===== src/rtl/rr_grant_sched.sv =====
// Round-robin grant scheduler for one shared multi-cycle resource.
// Holds a registered one-hot grant until done_i or a hold timeout, then rotates priority.
module rr_grant_sched #(
  parameter int NREQ     = 4,
  parameter int MAX_HOLD = 16,
  parameter int IW       = $clog2(NREQ)
) (
  input  logic            clk_i,
  input  logic            rst_i,
  input  logic [NREQ-1:0] req_i,
  input  logic            done_i,
  output logic [NREQ-1:0] gnt_o,
  output logic [IW-1:0]   gnt_idx_o,
  output logic            busy_o,
  output logic            timeout_o,
  output logic            onehot_err_o
);

  localparam int CW = $clog2(MAX_HOLD) + 1;

  typedef enum logic {IDLE, BUSY} state_t;

  state_t          state_q, state_d;
  logic [IW-1:0]   ptr_q, ptr_d;
  logic [CW-1:0]   cnt_q, cnt_d;
  logic [NREQ-1:0] gnt_d;
  logic [IW-1:0]   idx_d;
  logic            busy_d, timeout_d;
  logic [IW-1:0]   cand, sel_idx;
  logic            sel_found;
  logic            onehot_bad;
  int              ones;

  // Search order ptr, ptr+1, ..., NREQ-1, 0, ..., ptr-1 with an explicit wrap,
  // so non-power-of-two NREQ never indexes past the last requester.
  always_comb begin
    sel_found = 1'b0;
    sel_idx   = '0;
    cand      = '0;
    for (int i = 0; i < NREQ; i++) begin
      if (int'(ptr_q) + i >= NREQ) cand = IW'(int'(ptr_q) + i - NREQ);
      else                         cand = IW'(int'(ptr_q) + i);
      if (!sel_found && req_i[cand]) begin
        sel_found = 1'b1;
        sel_idx   = cand;
      end
    end
  end

  // req_i is a level sampled only in IDLE; done_i is a one-cycle completion
  // pulse honoured only in BUSY. Neither side has back-pressure.
  always_comb begin
    state_d   = state_q;
    ptr_d     = ptr_q;
    cnt_d     = cnt_q;
    gnt_d     = gnt_o;
    idx_d     = gnt_idx_o;
    busy_d    = busy_o;
    timeout_d = 1'b0;
    case (state_q)
      IDLE: begin
        gnt_d  = '0;
        idx_d  = '0;
        busy_d = 1'b0;
        if (sel_found) begin
          gnt_d   = {{(NREQ-1){1'b0}}, 1'b1} << sel_idx;
          idx_d   = sel_idx;
          busy_d  = 1'b1;
          ptr_d   = (sel_idx == IW'(NREQ - 1)) ? '0 : sel_idx + 1'b1;
          cnt_d   = '0;
          state_d = BUSY;
        end
      end
      BUSY: begin
        cnt_d = cnt_q + 1'b1;
        if (done_i || cnt_q == CW'(MAX_HOLD - 1)) begin
          gnt_d     = '0;
          idx_d     = '0;
          busy_d    = 1'b0;
          timeout_d = !done_i;
          state_d   = IDLE;
        end
      end
      default: state_d = IDLE;
    endcase
  end

  always_comb begin
    ones = 0;
    for (int i = 0; i < NREQ; i++) begin
      if (gnt_o[i]) ones = ones + 1;
    end
    onehot_bad = busy_o ? (ones != 1) : (gnt_o != '0);
  end

  always_ff @(posedge clk_i) begin
    if (rst_i) begin
      state_q      <= IDLE;
      ptr_q        <= '0;
      cnt_q        <= '0;
      gnt_o        <= '0;
      gnt_idx_o    <= '0;
      busy_o       <= 1'b0;
      timeout_o    <= 1'b0;
      onehot_err_o <= 1'b0;
    end else begin
      state_q      <= state_d;
      ptr_q        <= ptr_d;
      cnt_q        <= cnt_d;
      gnt_o        <= gnt_d;
      gnt_idx_o    <= idx_d;
      busy_o       <= busy_d;
      timeout_o    <= timeout_d;
      onehot_err_o <= onehot_err_o | onehot_bad;
    end
  end

endmodule


===== config.mk =====
export PLATFORM = sky130hd
export DESIGN_NAME = rr_grant_sched
export DESIGN_NICKNAME = d
export VERILOG_FILES = /design/src/rtl/rr_grant_sched.sv
export SDC_FILE = /design/constraint.sdc
export NUM_CORES = 1
export LEC_CHECK = 0
export BUFFER_PORTS_ARGS = -buffer_cell sky130_fd_sc_hd__buf_4
export CORE_ASPECT_RATIO = 1.1
export CORE_MARGIN = 2
export CORE_UTILIZATION = 30
export DETAILED_ROUTE_END_ITERATION = 10
export SYNTH_ARGS = -nofsm -noshare
export SYNTH_HDL_FRONTEND = slang
export SYNTH_SLANG_ARGS = --single-unit

===== constraint.sdc =====
create_clock -name clk_i -period 1.7 [get_ports clk_i]
set_clock_uncertainty 0.05 [all_clocks]
set_input_delay 0.17 -clock clk_i [delete_from_list [all_inputs] [get_ports clk_i]]
set_output_delay 0.17 -clock clk_i [all_outputs]
set_load 0.02 [all_outputs]

==> metrics.md, run 1 <==
| Metric | Value |
|---|---|
| Status | finished, final reports clean |
| Fin. Hold Viols | 0 |
| H-tree levels | 1 |
| FF+latch count, synth | 17 |
| # IOs | 16 |
| CP arrival | 1.78 ns |
| Reg2reg end | onehot_err_o$_SDFF_PP0_ |
| Slew @ Worst Pin | 0.534 ns |
| Critical path's slowest cell | dfxtp_4 |
| # rows | 21 |
| Synth area leaders | dfxtp_1, ha_1, nor2_1 |
| Total GRT Usage | between 10% and 20% |
| Buffers on Ports | 15 |
| Crit path to | onehot_err_o$_SDFF_PP0_ |
| Ys async rst share | 0% |
| Flop-to-flop setup slack | 0.05 ns |
| CTS tree | yes |
| Tcrit/Tclk final | between 90% and 100% |
| Most frequent CP cell | ha_4 |
| EDFF count, synth | 0 |
| Final Net Count | 149 |
| Top-area cell type share of the netlist area | 35.9% |
| Die Ht | around 63 µm |
| Largest stage delay on the critical path | 0.38 ns |
| Pwr Density | 774 mW/mm² |
| Critical Path End Type | flip-flop |
| Vias in the first global route | 740 |
| Synthesized instance count | 105 |
| Total negative setup slack | 0 ns |
| Max-cap violations | 0 |
| Most common cell in the netlist | dfxtp_1 |
| Synth cell count leaders | dfxtp_1, nor2_1, ha_1 |
| Share of cells above drive strength 1 | between 30% and 40% |
| Max-slew violation count | 0 |
| CP Launch Type | flip-flop |
| Vias/cell | 5.01 |
| Die X | 57.6 µm |
| Clock slew at reported path FFs | 0.10 ns |
| Hold Path Class | in -> reg |
| Largest net degree at the start of global routing | 19 |
| Syn Nets | 122 |
| Residual DRC | 0 |
| Seq/Total Area, Yosys | between 30% and 40% |
| Leading area contributor after synthesis | dfxtp_1 |
| Antenna Violating Nets Remaining | 0 |
| DP Wirelength | roughly 1.4 mm |
| FMAX | 604 MHz |
| Main synth FF type | dfxtp_1 |
| Crit path from | gnt_o[1]$_SDFFE_PP0P_ |
| Starting Density | 31.3% |
| DR vias | around 830 |
| Yosys warns | 0 |
| Core Box Area | 0.00302 mm² |
| FF-to-FF path depth | 7 |
| Post-route minimum period | ~1.7 ns |
| Total power draw | 0.985 mW |
| Routability cong. | 0.784 |
| Library cells used by synthesis | 41 |
| Area grow syn2layout | 34.3% |
| CP Cell Sequence | inv_2 -> ha_4 -> xor2_4 -> ha_4 -> o21ai_1 -> o31a_1 -> a41oi_1 |
| Max VDD drop | 0.462 mV |
| Clock Path Buffers | 2 |
| Reg-to-Reg Start | gnt_o[1]$_SDFFE_PP0P_ |
| Initial antenna violation count | 0 |
| Root Buffer | clkbuf_4 |
| Skew-Pair Late Insertion Delay | 0.29 ns |
| DRT Pass-1 Iters | 4 |
| Clock buffer count from CTS | 3 |
| CTS Sinks | 17 |
| N_diodes | 0 |
| Remaining global-route overflow | 0 |
| Relative slew slack | 64.2% |
| Wire per inst | 11.8 µm |
| Crit-path max FO | 4 |
| DRT Wirelength | between 1.5 and 2 mm |
| Mapped Avg Cell Area | 9.02 µm² |
| CP Class | reg -> reg |
| Synth Cell Area | 947 µm² |
| First-pass GRT wire length | 3.22 mm |
| P_leak | approximately 0.54 nW |
| DIE AREA | 0.00362 mm² |
| Worst Path Required | about 1.8 ns |
| Count of final setup violators | 0 |
| 1st-iter DRT viols | 13 |
-- kinds of logic after synthesis --
group | share of synthesized area [%]
xor+xnor | 1.85
buf+inv | 5.81
compound gates | 20.0
simple gates | 20.1
mux | 3.17
flops | 35.9
fa+ha+maj | 13.2
-- cell type report --
cell class	count	area, µm²
Inverter	10	37.5
Multi-Input combinational cell	74	614
Tap cell	34	42.5
Timing Repair Buffer	26	201
Sequential cell	17	350
Clock buffer	4	26.3
Fill cell	300	1750
-- cell usage in the layout (no fill, tap or decap), drive strengths merged, types with 2 or more instances in the layout --
| master | instances |
|---|---|
| buf | 25 |
| dfxtp | 17 |
| nor2 | 15 |
| inv | 10 |
| ha | 10 |
| a21oi | 7 |
| a22oi | 5 |
| clkbuf | 4 |
| o21ai | 4 |
| nand2 | 3 |
| mux2i | 3 |
| nor3 | 3 |
| or3 | 2 |
| nand3 | 2 |
| and2 | 2 |
-- per-layer routing --
metal	up-vias	global-route usage, %	part of all wire [%]
met1	393	12.7	45
met2	10	19.9	51
met4	0	1.74	0.21
li1	422	-	-
met3	2	3.73	3.5
met5	-	0	0
-- registers in the layout, summed over array words and instances (netlist names) --
signal,flops
cnt_q,5
onehot_err_o,1
busy_o,1
gnt_o,4
state_q,1
timeout_o,1
ptr_q,2
gnt_idx_o,2
-- how the worst min path moves through the flow --
stage           start                    end  slack (ns)  depth (start not counted)
6_report        rst_i  cnt_q[3]$_SDFFE_PP0P_        0.13                          2
5_1_grt         rst_i  cnt_q[3]$_SDFFE_PP0P_        0.14                          2
4_1_cts        done_i   timeout_o$_SDFF_PP0_       0.006                          2
3_5_place_dp   done_i   timeout_o$_SDFF_PP0_        0.33                          2
3_3_place_gp   done_i   timeout_o$_SDFF_PP0_        0.33                          2
2_1_floorplan  done_i   timeout_o$_SDFF_PP0_        0.20                          1
-- through the flow --
step	setup WS, ns	cell area (µm²)	std cells	hold slack, ns	util [%]
3_5_place_dp	-0.0420	1130	153	0.327	37.3
3_3_place_gp	0.0226	1130	153	0.326	37.3
5_1_grt	-0.00974	1270	165	0.143	42.1
4_1_cts	0.0147	1170	158	0.00636	38.7
6_report	0.0456	1270	165	0.128	42.1
2_1_floorplan	0.0158	967	105	0.199	-
-- critical path, delay by kind of cell, from the launching register on --
| family | cells | cell delay [ns] |
|---|---|---|
| fa+ha+maj | 2 | 0.49 |
| flops | 1 | 0.38 |
| compound gates | 3 | 0.38 |
| xor+xnor | 1 | 0.18 |
| buf+inv | 1 | 0.05 |
-- power breakdown --
part / total, mW / switching [mW] / internal, mW
combinational: 0.308 / 0.153 / 0.154
clock: 0.218 / 0.126 / 0.0913
sequential: 0.460 / 0.0309 / 0.429
-- repair_timing --
action | CTS | global route
pin swaps | 0 | 4
hold endpoints to repair | 0 | 1
buffers inserted | 1 | 6
endpoints found under the setup margin | 1 | 7
resized for setup | 2 | 9
hold buffers | 0 | 1
(Power assumes the default switching activity.)
==> run 2, diff against run 1 <==
Settings changed: ABC_AREA from default to 1.
==> run 2 against run 1 <==
The flow now finishes with violations (negative setup slack). Critical path depth grew 5. Largest power group is now combinational cells. Critical path type unchanged. First-iteration DRC count grew to 3.3 times the previous value. Sequential share of layout area shrank 6.3 points. Wire length grew 25%. Area after synthesis grew 17%. Cell count grew 53%. Clock power grew 42%. Via count grew 32%. Clock-buffer cell count shrank 1.
==> metrics.md, run 2 <==
| Metric | Value |
|---|---|
| Final Util | 46.5% (was 42.1%) |
| Max-slew violation count | 0 (unchanged) |
| Clock slew at reported path FFs | 0.07 ns (was 0.10 ns) |
| N_diodes | 0 (unchanged) |
| Starting Density | 30.9% (was 31.3%) |
| Footprint of the multi-input gates | 792 µm² (was 614 µm²) |
| Post-route minimum period | 1.76 ns (was 1.65 ns) |
| Area grow syn2layout | 50.5% (was 34.3%) |
| CTS tree | yes (unchanged) |
| DP Worst Slack | -0.231 ns (was -0.0420 ns) |
| Total GRT Usage | 13.0% (was 11.1%) |
| Vias in the first global route | 1004 (was 740) |
| Flop-to-flop setup slack | -0.06 ns (was 0.05 ns) |
| DRT Wirelength | 2.43 mm (was 1.95 mm) |
| Synth area leaders | dfxtp_1, nand2_1, ha_1 (was dfxtp_1, ha_1, nor2_1) |
| Worst Path Required | 1.79 ns (was 1.82 ns) |
| Ys async rst share | 0% (unchanged) |
| Most flop-heavy register | cnt_q (unchanged) |
| First-pass GRT wire length | 4.14 mm (was 3.22 mm) |
| Library cells used by synthesis | 29 (was 41) |
| Buffers on Ports | 15 (unchanged) |
| Status | complete, but fails checks (was finished, final reports clean) |
| Residual DRC | 0 (unchanged) |
| Fillers | 373 (was 300) |
| Antenna Violating Nets Remaining | 0 (unchanged) |
| Routability cong. | 0.792 (was 0.784) |
| Unrepaired setup endpoints after global routing | yes |
| Seq/Total Area, Yosys | 30.6% (was 35.9%) |
| DRT Pass-1 Iters | 4 (unchanged) |
| CP Class | reg -> reg (unchanged) |
| DR vias | 1090 (was 827) |
| DIE AREA | 0.00421 mm² (was 0.00362 mm²) |
| DP Wirelength | 1.76 mm (was 1.38 mm) |
| Pwr Density | 1860 mW/mm² (was 774 mW/mm²) |
| P_leak | 0.802 nW (was 0.540 nW) |
| Crit-path max FO | 8 (was 4) |
| Die X | 62.0 µm (was 57.6 µm) |
| Max VDD drop | 0.776 mV (was 0.462 mV) |
| Hold Path Class | in -> reg (unchanged) |
| Root Buffer | clkbuf_8 (was clkbuf_4) |
| Largest registers | cnt_q (5), gnt_o (4) (unchanged) |
| EDFF count, synth | 0 (unchanged) |
| Mapped Avg Cell Area | 6.99 µm² (was 9.02 µm²) |
| Core Box Area | 0.00360 mm² (was 0.00302 mm²) |
| Synthesized instance count | 159 (was 105) |
| Clock Path Buffers | 2 (unchanged) |
| Slew @ Worst Pin | 0.317 ns (was 0.534 ns) |
| Skew-Pair Late Insertion Delay | 0.25 ns (was 0.29 ns) |
| CP Launch Type | flip-flop (unchanged) |
| # rows | 23 (was 21) |
| Most common cell in the netlist | nand2_1 (was dfxtp_1) |
| CP arrival | 1.86 ns (was 1.78 ns) |
| Worst Hold Launch | done_i (was rst_i) |
| FMAX | 567 MHz (was 604 MHz) |
| Hold path endpoint | timeout_o$_SDFF_PP0_ (was cnt_q[3]$_SDFFE_PP0P_) |
| Share of cells above drive strength 1 | 48.5% (was 38.2%) |
| Fin. Hold Viols | 0 (unchanged) |
| Final Net Count | 220 (was 149) |
| Commonest non-fill, non-tap cells in the layout | buf_4, nand2_1, nand2_2, inv_1, dfxtp_1 (was buf_4, nor2_1, dfxtp_1) |
| # IOs | 16 (unchanged) |
| Syn Nets | 176 (was 122) |
| Hold depth | 2 (unchanged) |
| CTS Sinks | 17 (unchanged) |
| Most common cell after layout, fill and taps aside | buf_4 (unchanged) |
| Die Ht | 67.8 µm (was 62.9 µm) |
| Tcrit/Tclk final | 104% (was 97.3%) |
| Main synth FF type | dfxtp_1 (unchanged) |
| Max-cap violations | 0 (unchanged) |
| Wire per inst | 9.65 µm (was 11.8 µm) |
| Leading area contributor after synthesis | dfxtp_1 (unchanged) |
| Yosys warns | 0 (unchanged) |
| Max reg flops | 5 (unchanged) |
| Synth Cell Area | 0.00111 mm² (was 947 µm²) |
| FF+latch count, synth | 17 (unchanged) |
| Clock buffer count from CTS | 3 (unchanged) |
| Vias/cell | 4.33 (was 5.01) |
| H-tree levels | 1 (unchanged) |
| Final WS setup | -0.0623 ns (was 0.0456 ns) |
| Top-area cell type share of the netlist area | 30.6% (was 35.9%) |
| Largest net degree at the start of global routing | 15 (was 19) |
| Reg2reg end | ptr_q[1]$_SDFFE_PP0P_ (was onehot_err_o$_SDFF_PP0_) |
| Reg-to-Reg Start | ptr_q[0]$_SDFFE_PP0P_ (was gnt_o[1]$_SDFFE_PP0P_) |
| Synth cell count leaders | nand2_1, inv_1, dfxtp_1 (was dfxtp_1, nor2_1, ha_1) |
| Initial antenna violation count | 0 (unchanged) |
| Count of final setup violators | 5 (was 0) |
| Relative slew slack | 78.8% (was 64.2%) |
| Remaining global-route overflow | 0 (unchanged) |
| Critical Path End Type | flip-flop (unchanged) |
| Failing checks | negative setup slack |
| FF-to-FF path depth | 12 (was 7) |
| 1st-iter DRT viols | 43 (was 13) |
| Reg area | 355 µm² (was 350 µm²) |
[run 2: metrics by stage]
stage / setup TNS, ns / cells / hold slack (ns) / total power [mW] / instance area, µm²
3_3_place_gp: -0.834 / 241 / 0.303 / 2.35 / 1440
2_1_floorplan: -0.0290 / 159 / 0.189 / 1.70 / 1140
3_5_place_dp: -1.05 / 241 / 0.303 / 2.35 / 1440
4_1_cts: -0.137 / 252 / 0.0265 / 2.92 / 1590
6_report: -0.123 / 252 / 0.0384 / 3.12 / 1670
5_1_grt: -0.802 / 252 / 0.0416 / 3.44 / 1670
[run 2: worst max path at each step]
stage / from / endpoint / slack (ns) / cells past startpoint
detailed placement: ptr_q[0]$_SDFFE_PP0P_ / ptr_q[1]$_SDFFE_PP0P_ / -0.23 / 12
CTS: ptr_q[0]$_SDFFE_PP0P_ / ptr_q[1]$_SDFFE_PP0P_ / -0.07 / 12
global placement: ptr_q[0]$_SDFFE_PP0P_ / ptr_q[1]$_SDFFE_PP0P_ / -0.19 / 11
finish: ptr_q[0]$_SDFFE_PP0P_ / ptr_q[1]$_SDFFE_PP0P_ / -0.06 / 12
floorplan: ptr_q[0]$_SDFFE_PP0P_ / ptr_q[1]$_SDFFE_PP0P_ / -0.02 / 13
global route: ptr_q[0]$_SDFFE_PP0P_ / gnt_idx_o[1]$_SDFFE_PP0P_ / -0.18 / 14
[run 2: metal layers]
metal  track usage (%)  part of all wire (%)
met1              16.4                    46
met2              22.4                    51
met3              1.70                   2.4
met4              3.99                  0.74
met5                 0                     0
[run 2: kinds of logic (layout without fill, tap and decap cells)]
kind of cell / after synthesis / in the layout / share of synthesized area (%)
compound gates: 20 / 20 / 10.2
xor+xnor: 2 / 2 / 1.58
fa+ha+maj: 10 / 10 / 11.3
buf+inv: 26 / 69 / 9.91
flops: 17 / 17 / 30.6
simple gates: 84 / 84 / 36.4
[run 2: final cells by class]
class                   count  area share [%]
clock buffers               3            2.47
multi-input cells         116            47.4
inverters                  24            5.99
clock inverters             1           0.299
well taps                  50            3.74
flip-flops and latches     17            21.3
repair buffers             41            18.9
[run 2: where the power goes]
| part | internal, mW | total (mW) | switching, mW |
|---|---|---|---|
| sequential | 0.529 | 0.661 | 0.132 |
| combinational | 1.05 | 2.15 | 1.10 |
| clock | 0.163 | 0.309 | 0.146 |
[run 2: what timing repair did]
action / 4_1_cts / 5_1_grt
gates cloned: 0 / 0
hold buffers: 0 / 0
pin swaps: 11 / 8
setup endpoints to repair: 9 / 9
buffers inserted: 7 / 0
gates resized for setup: 19 / 23
[run 2: worst max-delay path, cell delays in order (launching register included)]
cell and delay [ns]:
dfxtp_4 0.41, inv_6 0.06, nand2_2 0.06, nand2_2 0.07, nand2_4 0.08, nand2_2 0.06, nor2_4 0.14, nand4_1 0.15
nand2_2 0.11, inv_2 0.04, ha_1 0.26, o21ai_1 0.11, a21oi_1 0.05
==> run 3, diff against run 2 <==
==> constraint.sdc (replaced) <==
create_clock -name clk_i -period 1.7 [get_ports clk_i]
set_clock_uncertainty 0.05 [all_clocks]
set_input_delay 0.34 -clock clk_i [delete_from_list [all_inputs] [get_ports clk_i]]
set_output_delay 0.34 -clock clk_i [all_outputs]
set_load 0.02 [all_outputs]
==> run 3 against run 2 <==
The run still ends with negative setup slack left. First-iteration DRC count shrank 7.0%. Fmax shrank 2.6%. Non-clock buffer count grew 2. Largest cell class unchanged. Total power grew 6.3%. Global-route usage shrank 0.40 points.
==> metrics.md, run 3 (synthesis gave the netlist of run 2 again) <==
| Metric | Value |
|---|---|
| Share of cells above drive strength 1 | 50.5% (was 48.5%) |
| CTS Sinks | 17 (unchanged) |
| Most flop-heavy register | cnt_q (unchanged) |
| Clock slew at reported path FFs | 0.07 ns (about the same) |
| Clock Path Buffers | 2 (unchanged) |
| Unrepaired setup endpoints after global routing | yes (unchanged) |
| Final instance area | 0.00173 mm² (was 0.00167 mm²) |
| Total power draw | 3.31 mW (was 3.12 mW) |
| N_diodes | 0 (unchanged) |
| Total GRT Usage | 12.6% (was 13.0%) |
| DR vias | 1114 (was 1090) |
| Largest net degree at the start of global routing | 15 (unchanged) |
| Final Net Count | 222 (was 220) |
| Pwr Density | 1910 mW/mm² (was 1860 mW/mm²) |
| Comb pwr share | 71.5% (was 68.9%) |
| Vias in the first global route | 994 (was 1004) |
| H-tree levels | 1 (unchanged) |
| Critical Path End Type | flip-flop (unchanged) |
| # IOs | 16 (unchanged) |
| Antenna Violating Nets Remaining | 0 (unchanged) |
| Initial antenna violation count | 0 (unchanged) |
| Psw | 1.45 mW (was 1.38 mW) |
| Count of final setup violators | 5 (unchanged) |
| Skew-Pair Late Insertion Delay | 0.25 ns (about the same) |
| Final WS setup | -0.110 ns (was -0.0623 ns) |
| Seq pwr share | 19.3% (was 21.2%) |
| Max VDD drop | 0.874 mV (was 0.776 mV) |
| Routability cong. | 0.766 (was 0.792) |
| Tcrit/Tclk final | 106% (was 104%) |
| Starting Density | 30.9% (unchanged) |
| CP Buf/Inv Count | 2 (unchanged) |
| Hold Path Class | in -> reg (unchanged) |
| DRT Pass-1 Iters | 4 (unchanged) |
| Commonest non-fill, non-tap cells in the layout | buf_4, nand2_1, inv_1 (was buf_4, nand2_1, nand2_2, inv_1, dfxtp_1) |
| Crit-path max FO | 8 (unchanged) |
| First-pass GRT wire length | 4.04 mm (was 4.14 mm) |
| Vias/cell | 4.39 (was 4.33) |
| Failing checks | negative setup slack (unchanged) |
| CP arrival | 1.91 ns (was 1.86 ns) |
| Status | complete, but fails checks (unchanged) |
| CP Launch Type | flip-flop (unchanged) |
| Net Sw Frac | 43.9% (was 44.2%) |
| Largest registers | cnt_q (5), gnt_o (4) (unchanged) |
| Largest stage delay on the critical path | 0.34 ns (was 0.41 ns) |
| Worst Path Required | 1.80 ns (was 1.79 ns) |
| FMAX | 553 MHz (was 567 MHz) |
| 1st-iter DRT viols | 40 (was 43) |
| Internal cell power | 1.86 mW (was 1.74 mW) |
| Most common cell after layout, fill and taps aside | buf_4 (unchanged) |
| CP Class | reg -> reg (unchanged) |
| CP Cell Sequence | buf_12 -> nand2_1 -> nand3_2 -> nand2_4 -> nor2_4 -> nand3_1 -> nand3_2 -> nand2_1 -> inv_2 -> ha_4 -> o21ai_2 -> a21oi_1 (was inv_6 -> nand2_2 -> nand2_2 -> nand2_4 -> nand2_2 -> nor2_4 -> nand4_1 -> nand2_2 -> inv_2 -> ha_1 -> o21ai_1 -> a21oi_1) |
| Relative slew slack | 74.5% (was 78.8%) |
| Max reg flops | 5 (unchanged) |
| Clk pwr share | 9.2% (was 9.9%) |
| # rows | 23 (unchanged) |
| Wire per inst | 10.1 µm (was 9.65 µm) |
| Critical path's slowest cell | dfxtp_2 (was dfxtp_4) |
| Total negative setup slack | -0.387 ns (was -0.123 ns) |
| DIE AREA | 0.00421 mm² (unchanged) |
| DRT Wirelength | 2.57 mm (was 2.43 mm) |
| Residual DRC | 0 (unchanged) |
| Fin. Hold Viols | 0 (unchanged) |
| Placed Area | 0.00145 mm² (was 0.00144 mm²) |
| P_leak | 0.811 nW (was 0.802 nW) |
| DP Worst Slack | -0.156 ns (was -0.231 ns) |
| Slew @ Worst Pin | 0.382 ns (was 0.317 ns) |
| Buffers on Ports | 15 (unchanged) |
| Area grow syn2layout | 56.0% (was 50.5%) |
| DP Wirelength | 1.82 mm (was 1.76 mm) |
| Clock buffer count from CTS | 3 (unchanged) |
| Die Ht | 67.8 µm (unchanged) |
| Core Box Area | 0.00360 mm² (unchanged) |
| Root Buffer | clkbuf_8 (unchanged) |
| Max-slew violation count | 0 (unchanged) |
| Max-cap violations | 0 (unchanged) |
| Final Util | 48.2% (was 46.5%) |
| Post-route minimum period | 1.81 ns (was 1.76 ns) |
| Remaining global-route overflow | 0 (unchanged) |
| CTS tree | yes (unchanged) |
| Die X | 62.0 µm (unchanged) |
| Cell family with most CP delay | simple AND/OR/NAND/NOR gates (unchanged) |
## run 3: cell count changes in the layout (fill, tap and decap cells not counted), moves of 2 or more
cell     change
ha_2         +2
dfxtp_4      -2
dfxtp_2      +2
nand2_1      +2
inv_4        -2
nand3_2      +2
nand3_1      -2
buf_4        +2
ha_1         -3
## run 3: power groups by stage
stage,Combinational (mW),Clock (mW),Sequential [mW]
after detailed placement,1.75,0,0.633
final,2.37,0.303,0.640
after floorplan,0.997,0,0.701
after global placement,1.73,0,0.630
after CTS,1.91,0.311,0.633
after global routing,2.63,0.324,0.660
## run 3: area by class of cell
cell class	count	area, µm²
clock buffer	3	41.3
clock inverter	1	5.00
inverter	24	103
sequential	17	350
multi-input combinational	116	832
fill	362	1860
timing repair buffer	43	339
tap	50	62.6
## run 3: final timing paths
check,cells after the start,slack (ns),startpoint,to
setup reg to reg,12,-0.11,ptr_q[0]$_SDFFE_PP0P_,ptr_q[1]$_SDFFE_PP0P_
hold / removal,2,0.21,done_i,timeout_o$_SDFF_PP0_
setup / recovery,12,-0.11,ptr_q[0]$_SDFFE_PP0P_,ptr_q[1]$_SDFFE_PP0P_
hold reg to reg,2,0.42,cnt_q[4]$_SDFFE_PP0P_,cnt_q[4]$_SDFFE_PP0P_
## run 3: metal layers
layer  global-route usage [%]  part of all wire, %  up-vias
met5                        0                    0        -
met4                     3.99                  1.4        0
met3                     1.70                  3.5        5
met2                     21.9                   53       20
met1                     15.7                   42      494
li1                         -                    -      595
## run 3: through the flow
step	hold slack [ns]	std cells
after global placement	0.402	240
after global routing	0.214	254
final	0.209	254
after floorplan	0.359	159
after detailed placement	0.415	240
after CTS	0.205	250
## run 3: what timing repair did
action	CTS	global route
hold buffers	0	0
gates resized for setup	14	29
setup buffers	6	5
endpoints found under the hold margin	0	0
endpoints found under the setup margin	6	16
pin swaps	10	18
